$ cat config.mk
export PLATFORM = sky130hd
export DESIGN_NAME = host_wg_inflight_buf
export DESIGN_NICKNAME = d
export VERILOG_FILES = /design/src/rtl/host_wg_inflight_buf.sv
export SDC_FILE = /design/constraint.sdc
export NUM_CORES = 1
export LEC_CHECK = 0
export BUFFER_PORTS_ARGS = -buffer_cell sky130_fd_sc_hd__buf_4
export CAP_MARGIN = 0
export CORE_MARGIN = 4
export CORE_UTILIZATION = 45
export DETAILED_ROUTE_END_ITERATION = 10
export SYNTH_ARGS = -nofsm -noshare
export SYNTH_HDL_FRONTEND = slang
export SYNTH_SLANG_ARGS = --single-unit
export TNS_END_PERCENT = 1
$ cat constraint.sdc
create_clock -name clk -period 18.03 [get_ports clk]
set_clock_uncertainty 0.2 [all_clocks]
set_input_delay 2.7045 -clock clk [delete_from_list [all_inputs] [get_ports clk]]
set_output_delay 2.7045 -clock clk [all_outputs]
set_load 0.02 [all_outputs]
$ cat src/rtl/host_wg_inflight_buf.sv
// Host work-group in-flight buffer.
// A request FIFO queues host work-groups. The dispatcher pulls them into a
// table of in-flight slots. Wavefront completions count each slot down.
// A retiring slot pushes its wg_id into a response FIFO that the host drains.
// Optional build macro: WG_BUF_STATS_EN adds the accepted/retired counters.

`ifndef WG_ID_WIDTH
`define WG_ID_WIDTH 15
`endif
`ifndef WF_COUNT_WIDTH
`define WF_COUNT_WIDTH 4
`endif

module host_wg_inflight_buf #(
  parameter int REQ_DEPTH = 4,
  parameter int SLOTS     = 4,
  parameter int CFG_W     = 256,
  parameter int SLOT_W    = $clog2(SLOTS)
) (
  input  logic                       clk,
  input  logic                       rst,
  input  logic                       host_req_valid_i,
  output logic                       host_req_ready_o,
  input  logic [`WG_ID_WIDTH-1:0]    host_req_wg_id_i,
  input  logic [`WF_COUNT_WIDTH-1:0] host_req_num_wf_i,
  input  logic [CFG_W-1:0]           host_req_cfg_i,
  output logic                       disp_valid_o,
  input  logic                       disp_ready_i,
  output logic [`WG_ID_WIDTH-1:0]    disp_wg_id_o,
  output logic [`WF_COUNT_WIDTH-1:0] disp_num_wf_o,
  output logic [CFG_W-1:0]           disp_cfg_o,
  output logic [SLOT_W-1:0]          disp_slot_o,
  input  logic                       wf_done_valid_i,
  input  logic [SLOT_W-1:0]          wf_done_slot_i,
  output logic                       host_rsp_valid_o,
  input  logic                       host_rsp_ready_i,
  output logic [`WG_ID_WIDTH-1:0]    host_rsp_inflight_wg_buffer_host_wf_done_wg_id_o,
  output logic                       err_o
`ifdef WG_BUF_STATS_EN
  ,
  output logic [31:0]                stat_wg_accepted_o,
  output logic [31:0]                stat_wg_retired_o
`endif
);

  localparam int WGW = `WG_ID_WIDTH;
  localparam int WFW = `WF_COUNT_WIDTH;
  localparam int RPW = $clog2(REQ_DEPTH);

  logic [WGW-1:0]    req_wg_id  [REQ_DEPTH];
  logic [WFW-1:0]    req_num_wf [REQ_DEPTH];
  logic [CFG_W-1:0]  req_cfg    [REQ_DEPTH];
  logic [RPW-1:0]    req_rd, req_wr;
  logic [RPW:0]      req_count;

  logic [SLOTS-1:0]  slot_valid;
  logic [WGW-1:0]    slot_wg_id [SLOTS];
  logic [WFW-1:0]    slot_rem   [SLOTS];

  logic [WGW-1:0]    rsp_wg_id  [SLOTS];
  logic [SLOT_W-1:0] rsp_rd, rsp_wr;
  logic [SLOT_W:0]   rsp_count;

  logic              hold;
  logic [SLOT_W-1:0] held_slot;
  logic              err;

  logic              req_push, req_pop, req_empty, head_zero;
  logic              free_any, disp_fire, done_hit, retire, zero_pop;
  logic              rsp_pop, rsp_push_req, rsp_push, rsp_overflow;
  logic [SLOT_W-1:0] low_free, alloc_slot;
  logic [SLOT_W:0]   valid_cnt;
  logic [WGW-1:0]    rsp_push_id;

  // Lowest free slot and number of busy slots, both from the registered table.
  always_comb begin
    low_free  = '0;
    valid_cnt = '0;
    for (int i = SLOTS - 1; i >= 0; i--) begin
      if (!slot_valid[i]) low_free = SLOT_W'(i);
      valid_cnt = valid_cnt + (SLOT_W + 1)'(slot_valid[i]);
    end
  end

  // Handshake decode; an offered slot is held until the dispatcher takes it so
  // disp_slot_o cannot move when a lower slot retires during back-pressure.
  always_comb begin
    req_empty        = (req_count == '0);
    head_zero        = (req_num_wf[req_rd] == '0);
    free_any         = (slot_valid != '1);
    alloc_slot       = hold ? held_slot : low_free;
    host_req_ready_o = !rst && (req_count != (RPW + 1)'(REQ_DEPTH));
    req_push         = host_req_valid_i && host_req_ready_o;
    disp_valid_o     = !rst && !req_empty && !head_zero && free_any;
    disp_fire        = disp_valid_o && disp_ready_i;
    done_hit         = wf_done_valid_i && slot_valid[wf_done_slot_i];
    retire           = done_hit && (slot_rem[wf_done_slot_i] == WFW'(1));
    zero_pop         = !rst && !req_empty && head_zero && !retire &&
                       (({1'b0, rsp_count} + {1'b0, valid_cnt}) < (SLOT_W + 2)'(SLOTS));
    req_pop          = disp_fire || zero_pop;
    host_rsp_valid_o = !rst && (rsp_count != '0);
    rsp_pop          = host_rsp_valid_o && host_rsp_ready_i;
    rsp_push_req     = retire || zero_pop;
    rsp_push_id      = retire ? slot_wg_id[wf_done_slot_i] : req_wg_id[req_rd];
    // The host not draining responses while new WGs are dispatched can overfill
    // the response queue; such a retirement is dropped and flagged.
    rsp_overflow     = rsp_push_req && (rsp_count == (SLOT_W + 1)'(SLOTS)) && !rsp_pop;
    rsp_push         = rsp_push_req && !rsp_overflow;
    disp_wg_id_o     = disp_valid_o ? req_wg_id[req_rd]  : '0;
    disp_num_wf_o    = disp_valid_o ? req_num_wf[req_rd] : '0;
    disp_cfg_o       = disp_valid_o ? req_cfg[req_rd]    : '0;
    disp_slot_o      = disp_valid_o ? alloc_slot         : '0;
    host_rsp_inflight_wg_buffer_host_wf_done_wg_id_o =
                       host_rsp_valid_o ? rsp_wg_id[rsp_rd] : '0;
    err_o            = err && !rst;
  end

  // Request FIFO storage and pointers.
  always_ff @(posedge clk) begin
    if (rst) begin
      req_rd    <= '0;
      req_wr    <= '0;
      req_count <= '0;
    end else begin
      if (req_push) begin
        req_wg_id[req_wr]  <= host_req_wg_id_i;
        req_num_wf[req_wr] <= host_req_num_wf_i;
        req_cfg[req_wr]    <= host_req_cfg_i;
        req_wr             <= req_wr + 1'b1;
      end
      if (req_pop) req_rd <= req_rd + 1'b1;
      req_count <= req_count + (RPW + 1)'(req_push) - (RPW + 1)'(req_pop);
    end
  end

  // In-flight slot table: allocate on dispatch, count down on completion.
  always_ff @(posedge clk) begin
    if (rst) begin
      slot_valid <= '0;
    end else begin
      if (disp_fire) begin
        slot_valid[alloc_slot] <= 1'b1;
        slot_wg_id[alloc_slot] <= req_wg_id[req_rd];
        slot_rem[alloc_slot]   <= req_num_wf[req_rd];
      end
      if (done_hit) begin
        if (retire) slot_valid[wf_done_slot_i] <= 1'b0;
        else        slot_rem[wf_done_slot_i]   <= slot_rem[wf_done_slot_i] - 1'b1;
      end
    end
  end

  // Response FIFO in retirement order.
  always_ff @(posedge clk) begin
    if (rst) begin
      rsp_rd    <= '0;
      rsp_wr    <= '0;
      rsp_count <= '0;
    end else begin
      if (rsp_push) begin
        rsp_wg_id[rsp_wr] <= rsp_push_id;
        rsp_wr            <= rsp_wr + 1'b1;
      end
      if (rsp_pop) rsp_rd <= rsp_rd + 1'b1;
      rsp_count <= rsp_count + (SLOT_W + 1)'(rsp_push) - (SLOT_W + 1)'(rsp_pop);
    end
  end

  // Offer hold and sticky error flag.
  always_ff @(posedge clk) begin
    if (rst) begin
      hold      <= 1'b0;
      held_slot <= '0;
      err       <= 1'b0;
    end else begin
      hold      <= disp_valid_o && !disp_ready_i;
      held_slot <= alloc_slot;
      if ((wf_done_valid_i && !slot_valid[wf_done_slot_i]) || rsp_overflow) err <= 1'b1;
    end
  end

`ifdef WG_BUF_STATS_EN
  // Free-running event counters, wrapping at 2^32.
  always_ff @(posedge clk) begin
    if (rst) begin
      stat_wg_accepted_o <= '0;
      stat_wg_retired_o  <= '0;
    end else begin
      if (req_push) stat_wg_accepted_o <= stat_wg_accepted_o + 32'd1;
      if (rsp_push) stat_wg_retired_o  <= stat_wg_retired_o + 32'd1;
    end
  end
`endif

endmodule

; ---- Word level (Yosys, flattened, before mapping)
; Memory sizes are Yosys's and may differ from the RTL's. A register that Yosys moved wholly into a read port is not among the register bits.
; Index checks and enable logic that the tools add are counted.
[totals]
regBits = 22
ram_bits = 1236
input_bits = 283
out_inout_bits = 296
wordCells = 118
n_memories = 6
[classes]
addsub = 13
n_lt_le_gt_ge = 5
n_eq_ne = 4
n_mux = 42
n_bitwise = 3
n_reduce_logical = 35
[memory_table]
columns = name, words, word_bits, read_ports, rd_clocked_by_memory_dff, wr, line_no
row1 = req_cfg, 4, 256, 1, 1, 1, 52  ; logic [CFG_W-1:0] req_cfg [REQ_DEPTH];
row2 = req_wg_id, 4, 15, 1, 1, 1, 50  ; logic [WGW-1:0] req_wg_id [REQ_DEPTH];
row3 = rsp_wg_id, 4, 15, 1, 1, 1, 60  ; logic [WGW-1:0] rsp_wg_id [SLOTS];
row4 = slot_wg_id, 4, 15, 1, 0, 1, 57  ; logic [WGW-1:0] slot_wg_id [SLOTS];
row5 = req_num_wf, 4, 4, 1, 1, 1, 51  ; logic [WFW-1:0] req_num_wf [REQ_DEPTH];
row6 = slot_rem, 4, 4, 1, 0, 2, 58  ; logic [WFW-1:0] slot_rem [SLOTS];
[op_table]
columns = op, n
row1 = two-way mux 256 bit, 1
row2 = two-way mux 15 bit, 3
row3 = two-way mux 2 bit, 14
row4 = logical AND 1 bit, 21
row5 = two-way mux 4 bit, 5
row6 = two-way mux 1 bit, 16
row7 = adder 3 x 1 -> 3 bit, 3
row8 = "adder 2 x 1 -> 2 bit, second input constant", 4
row9 = zero test 1 bit, 8
row10 = "< comparator 2 x 3 -> 1 bit, second input constant", 2
row11 = subtractor 3 x 1 -> 3 bit, 2
row12 = adder 3 x 3 -> 4 bit, 1
row13 = AND 4 bit, 1
row14 = demux 1 bit (select 2 bit), 2
row15 = "== test 4 x 1 -> 1 bit, second input constant", 1
row16 = "greater-or-equal comparator 2 x 1 -> 1 bit, second input constant", 2
row17 = zero test 4 bit, 1
row18 = "< comparator 4 x 3 -> 1 bit, second input constant", 1
row19 = "inequality test 4 bit, second input constant", 1
row20 = NOT 4 bit, 1
row21 = bitwise OR 4 bit, 1
row22 = "subtractor 4 x 1 -> 4 bit, second input constant", 1
row23 = adder 2 x 1 -> 3 bit, 1
row24 = "== test 3 bit, second input constant", 1
row25 = other kinds (6), 8

; ---- Longest topological paths before layout
; Gate-level depths: netlist (run 1).
[logic_depth]
ltp_word = 15
mapped_depth = 15
mapped_depth_nobuf = 14

; ---- Worst setup path after synthesis (run 1)
; OpenSTA, ideal clock, no wires.
[synth_timing]
kind = input-to-reg
startpoint = input rst
endpoint = memory req_cfg[1][0], enable pin
setup_time_ns = 0.674
t_arrival_ns = 9.806
required_time_ns = 17.156
setup_slack_ns = 7.350
cell_stages = 3
n_path_buf = 1
cell_sequence = clkbuf_1 a21oi_1 and3_1
[synth_between]
elab_chain_cells = 6
[synth_lines]
columns = item, line_no
row1 = from (decl), 21  ; input logic rst,
row2 = zero test 1 bit, 92  ; host_req_ready_o = !rst && (req_count != (RPW + 1)'(REQ_DEPTH));
row3 = logical AND 1 bit, 92
row4 = net host_req_ready_o, 23  ; output logic host_req_ready_o,
row5 = logical AND 1 bit, 93  ; req_push = host_req_valid_i && host_req_ready_o;
row6 = two-way mux 1 bit, 125  ; if (req_push) begin
row7 = two-way mux 1 bit, 120  ; if (rst) begin
row8 = two-way mux 1 bit (implied by the code), 128  ; req_cfg[req_wr] <= host_req_cfg_i;
row9 = to (decl), 52
; The timed path passes the listed nets, and every way through them passes these cells.

; ---- Final worst setup path (run 1)
[layout_timing]
startpoint = input rst
endpoint = output disp_cfg_o[83]
[layout_between]
elab_chain_cells = 5
[layout_lines]
columns = item, line_no
row1 = zero test 1 bit, 94  ; disp_valid_o = !rst && !req_empty && !head_zero && free_any;
row2 = logical AND 1 bit (3 in a row), 94
row3 = two-way mux 256 bit, 111  ; disp_cfg_o = disp_valid_o ? req_cfg[req_rd] : '0;
row4 = to (decl), 31  ; output logic [CFG_W-1:0] disp_cfg_o,
; Every way passes these cells.

==> out/metrics.cfg, run 1 <==
[hold_path]
holdCritPathClass = flip-flop to flip-flop

[setup_path]
worstPathArrival_ns = 5.65
crit_end = disp_cfg_o[83]
regToRegSetupSlack_ns = 12.24
worstSetupPathType = input pin to output port
reg2reg_depth = 13
cp_data_required_time_ns = 15.13
worstReg2RegEnd = rsp_count[2]
end_kind = output port
crit_fanout = 132
setup.worst_path.start_class = input pin
setup.worst_path.start = rst

[floorplan]
rows = 120
core_mm2 = 0.107
die_y_um = 336
die-area_mm2 = 0.113
die_w_um = 336
start_util_pct = 45.3
ioPinCount = 579

[placed_design]
place_inst = 4095
portBuffers = 578
place_congestion = 0.761
detailedPlace.worstSlack_ns = 8.86
dp_hpwl_mm = 69.1
placed_cell_area_mm2 = 0.0543

[sta]
setup_viol = 0
maxSlewViolCount = 0
fin_tns_setup_ns = 0
min_period_ns = 8.55
fin_crit_sh_pct = 47.4
fin_ws_ns = 9.48
tightest_slew_ns = 1.18
slew_headroom_pct = 21.6
hold_viol = 0
fmax_mhz = 117
rsz0062_at_grt = no

[synth]
syn-cell-area_mm2 = 0.0484
yosysWarnings = 0
synth.top_cells.by_area = edfxtp_1 77%, mux4_2 14%, and3_1 3.6%, dfxtp_1 1.1%, clkbuf_1 1.0%
synth_top_area_cell = edfxtp_1
synth_top_area_share_pct = 76.6
synth-edff-count = 1236
async_flop_share_pct = 0
synth_nets = 2529
synth-main-ff-cell = edfxtp_1
yosysMostFrequentCell = edfxtp_1
synth_common_cells = 1,236 x edfxtp_1, 310 x mux4_2, 279 x and3_1
ys_seq_area_share_pct = 77.7
syn_area_per_cell_um2 = 21.8
ys_ff_latch = 1262
synthCells = 2226
synthDistinctLibCells = 42

[global_route]
grt_pass1_vias = 25200
grt_antenna_before_repair = 28
grt_pass1_wl_mm = 163
grt_max_degree = 148
grtUsageTotal_pct = 19.6
gr-total-overflow = 0

[route]
wirelength_mm = 112
avgViaCountPerCell = 5.50
antenna_left = 0
drcViolationCount = 0
routed-via-count = 23900
drt_pre_antenna_iters = 5
drtIter0Drc = 1849
wire_per_inst_um = 25.7

[clock_network]
cts-root-buf = clkbuf_16
htreeDepth = 4
hold_buffers = 0
cts_setup_buffers = 0
clk_path_buf_depth = 3
numClockSinks = 1262
cts_buffers = 133
clock_latency_ns = 0.72
postCtsResizedCells = 0
cts_tree = yes
clkTransAtPathRegs_ns = 0.06

[pwr]
p_per_area_mw_per_mm2 = 128
p_leak_nw = 20.5
vdd_drop_max_v = 0.0000848

[final_layout]
drive_above_1_share_pct = 38.1
final_cells = 4350
synthToLayoutAreaGrowth_pct = 20.9
nets = 3131
final_area_mm2 = 0.0586
final_core_util_pct = 54.8

[run_status]
status = finished clean

[run]
max-cap-violations = 0

metal layers:
| layer | GRT usage (%) | routed length (µm) |
|---|---|---|
| met1 | 25.3 | 43900 |
| met2 | 32.9 | 58000 |
| met3 | 4.97 | 7650 |
| met4 | 6.01 | 2210 |
| met5 | 0 | 112 |
flip-flops by register name, indices dropped and copies added, names as in the netlist, named ones only:
register    flops
held_slot       2
req_num_wf     16
rsp_wr          2
rsp_rd          2
slot_wg_id     60
req_cfg      1024
slot_rem       16
req_wg_id      60
hold            1
req_count       3
req_wr          2
rsp_count       3
slot_valid      4
err             1
req_rd          2
rsp_wg_id      60
worst min-delay path by stage:
| stage | startpoint | endpoint | slack, ns | depth (start not counted) |
|---|---|---|---|---|
| floorplan | req_rd[1] | flip-flop | 0.23 | 1 |
| global placement | req_rd[1] | flip-flop | 0.24 | 1 |
| detailed placement | req_rd[1] | flip-flop | 0.25 | 1 |
| CTS | req_rd[1] | flip-flop | 0.26 | 1 |
| global route | req_rd[1] | flip-flop | 0.28 | 1 |
| finish | req_rd[1] | flip-flop | 0.25 | 1 |
layout make-up:
cell class | instances | area, µm²
fillers | 8211 | 48400
flip-flops and latches | 1262 | 37600
multi-input cells | 798 | 10200
repair buffers | 608 | 4630
clock buffers | 168 | 3590
well taps | 1403 | 1760
clock inverters | 68 | 608
inverters | 25 | 93.8
diodes | 18 | 45.0
critical path, stage by stage:
cell,delay (ns)
buf_4,0.21
a311oi_4,0.73
buf_6,0.23
buf_16,0.40
buf_4,0.79
and3_1,0.30
buf_4,0.15
cells by family (layout without fill, tap and decap cells):
logic type	Yosys count	count (layout)	share of synthesized area (%)
flip-flops	1262	1262	77.7
AND/OR/NAND/NOR	407	407	4.86
multiplexers	337	337	15.0
buffers and inverters	166	869	1.32
AO/OA/AOI/OAI	25	25	0.398
adder cells (fa/ha/maj)	20	20	0.563
XOR/XNOR	9	9	0.163
other	0	18	0
power by group:
part	switching (mW)	internal [mW]
combinational	0.803	0.610
clock	1.08	1.54
sequential	0.0449	3.39
placed cells by master, fill, tap and decap left out, types with 4 or more instances in the layout:
| master | count |
|---|---|
| a21oi_1 | 5 |
| edfxtp_1 | 1236 |
| xnor2_1 | 7 |
| o21ai_0 | 6 |
| ha_1 | 17 |
| nor2_1 | 23 |
| bufinv_16 | 9 |
| dfxtp_1 | 24 |
| clkinv_1 | 28 |
| inv_1 | 25 |
| buf_4 | 603 |
| nor2b_1 | 8 |
| clkbuf_1 | 28 |
| mux4_2 | 310 |
| mux2i_1 | 22 |
| and3_4 | 4 |
| clkinv_2 | 22 |
| mux2_2 | 4 |
| diode_2 | 18 |
| nor3_1 | 6 |
| clkbuf_16 | 138 |
| and3_1 | 275 |
| and2_1 | 18 |
| nand2_1 | 58 |
metrics by stage:
step	hold slack, ns	power [mW]
2_1_floorplan	0.230	4.38
3_3_place_gp	0.236	4.91
3_5_place_dp	0.250	4.93
4_1_cts	0.256	7.56
5_1_grt	0.285	7.77
6_report	0.254	7.47
No activity file was read; power rests on OpenSTA's default activity.
==> run 2, diff against run 1 <==
- PLACE_DENSITY: unset -> 0.67
- clock period: 18.03 -> 6.95 ns (I/O delays scaled with it)
==> out/metrics.cfg, run 2 (same netlist as run 1, synthesis figures left out) <==
[placed_design]
place_inst = 4094
portBuffers = 578
place_congestion = 0.813
dp_hpwl_mm = 69.3

[route]
antenna_left = 0
drt_pre_antenna_iters = 7
drcViolationCount = 0
wire_per_inst_um = 26.2
drtIter0Drc = 1848
wirelength_mm = 114
avgViaCountPerCell = 5.58
routed-via-count = 24300

[clock_network]
cts_tree = yes
postCtsResizedCells = 0
numClockSinks = 1262
cts-root-buf = clkbuf_16
htreeDepth = 4
cts_setup_buffers = 0
hold_buffers = 0
clock_latency_ns = 0.73
cts_buffers = 134
clk_path_buf_depth = 3
clkTransAtPathRegs_ns = 0.05

[sta]
tightest_slew_ns = 1.19
min_period_ns = 5.53
setup_viol = 0
fin_crit_sh_pct = 79.6
hold_viol = 0
slew_headroom_pct = 21.0
fin_tns_setup_ns = 0
rsz0062_at_grt = no
fmax_mhz = 181
maxSlewViolCount = 0

[final_layout]
multi_input_area_mm2 = 0.0102
nets = 3130
drive_above_1_share_pct = 38.7
largest_reg_flops = 1024
ff_latch_area_mm2 = 0.0376
num-fill-cells = 8120
synthToLayoutAreaGrowth_pct = 21.3
layout_commonest_cell = edfxtp_1
regMostFlops = req_cfg
most-common-layout-cells = 1,236 x edfxtp_1, 595 x buf_4, 310 x mux4_2
final_cells = 4358

[floorplan]
rows = 120
die-area_mm2 = 0.113
die_y_um = 336
die_w_um = 336
core_mm2 = 0.107
ioPinCount = 579
start_util_pct = 45.3

[setup_path]
cp_data_required_time_ns = 5.71
worstPathArrival_ns = 4.29
crit_fanout = 52
worst_path_largest_cell_delay_ns = 0.91
end_kind = output port
path_common_cell = buf_4
path_cells = buf_4, buf_4, mux4_2, and3_1, buf_4
cpMaxStageDelayCell = buf_4
setup.worst_path.start_class = flip-flop
regToRegSetupSlack_ns = 2.28
worstSetupPathType = flip-flop to output port

[hold_path]
hp-start = req_rd[1]
holdCritPathClass = flip-flop to flip-flop

[pwr]
p_per_area_mw_per_mm2 = 333
p_leak_nw = 20.6
vdd_drop_max_v = 0.000237
power_mw = 19.6

[run_status]
status = finished clean

[global_route]
grt_pass1_wl_mm = 169
grt_pass1_vias = 25800
grt_antenna_before_repair = 27
grt_max_degree = 153
gr-total-overflow = 0
grtUsageTotal_pct = 20.1

[run]
max-cap-violations = 0

==> run 2: cell count changes in the layout (fill, tap and decap cells not counted), sizes merged <==
cell / before / now
clkbuf: 168 / 160
clkinvlp: 1 / 5
bufinv: 9 / 10
buf: 608 / 606
diode: 18 / 19
inv: 30 / 35
clkinv: 53 / 60
==> run 2: final cells by class <==
| type | count | share of cell area, % |
|---|---|---|
| clock inverters | 85 | 1.25 |
| clock buffers | 160 | 6.11 |
| flip-flops and latches | 1262 | 64.1 |
| inverters | 25 | 0.160 |
| repair buffers | 606 | 7.98 |
| diodes | 19 | 0.0809 |
| multi-input cells | 798 | 17.4 |
| well taps | 1403 | 2.99 |
==> run 2: per-stage QoR <==
stage	setup WS, ns	util, %	hold slack, ns	cell area [µm²]
floorplan	-2.07	-	0.230	48400
global placement	1.85	50.9	0.252	54400
detailed placement	1.86	50.9	0.249	54400
CTS	1.21	54.9	0.242	58700
global route	0.958	54.9	0.257	58700
finish	1.42	55.0	0.263	58700
==> run 2: metal layers <==
| layer | vias to the layer above | wire [µm] | global-route usage, % |
|---|---|---|---|
| met4 | 14 | 3810 | 7.55 |
| met5 | - | 92 | 0 |
| met2 | 820 | 58200 | 33.2 |
| met3 | 197 | 8140 | 5.81 |
| met1 | 12800 | 43900 | 25.5 |
| li1 | 10500 | - | - |
==> run 2: report_power, final <==
group	switching, mW	leakage (nW)	internal (mW)
logic	2.11	7.04	1.58
registers	0.123	11.4	8.80
clock network	2.88	2.13	4.07
==> run 2: final timing paths <==
check | end | cells past startpoint
min | flip-flop | 1
max reg2reg | rsp_count[2] | 12
max | disp_cfg_o[194] | 5
min reg2reg | flip-flop | 1
==> run 2: critical path, delay by kind of cell (launching register included) <==
family	cells	cell delay [ns]
flops	1	0.62
buf+inv	3	1.95
simple gates	1	0.21
mux	1	0.64
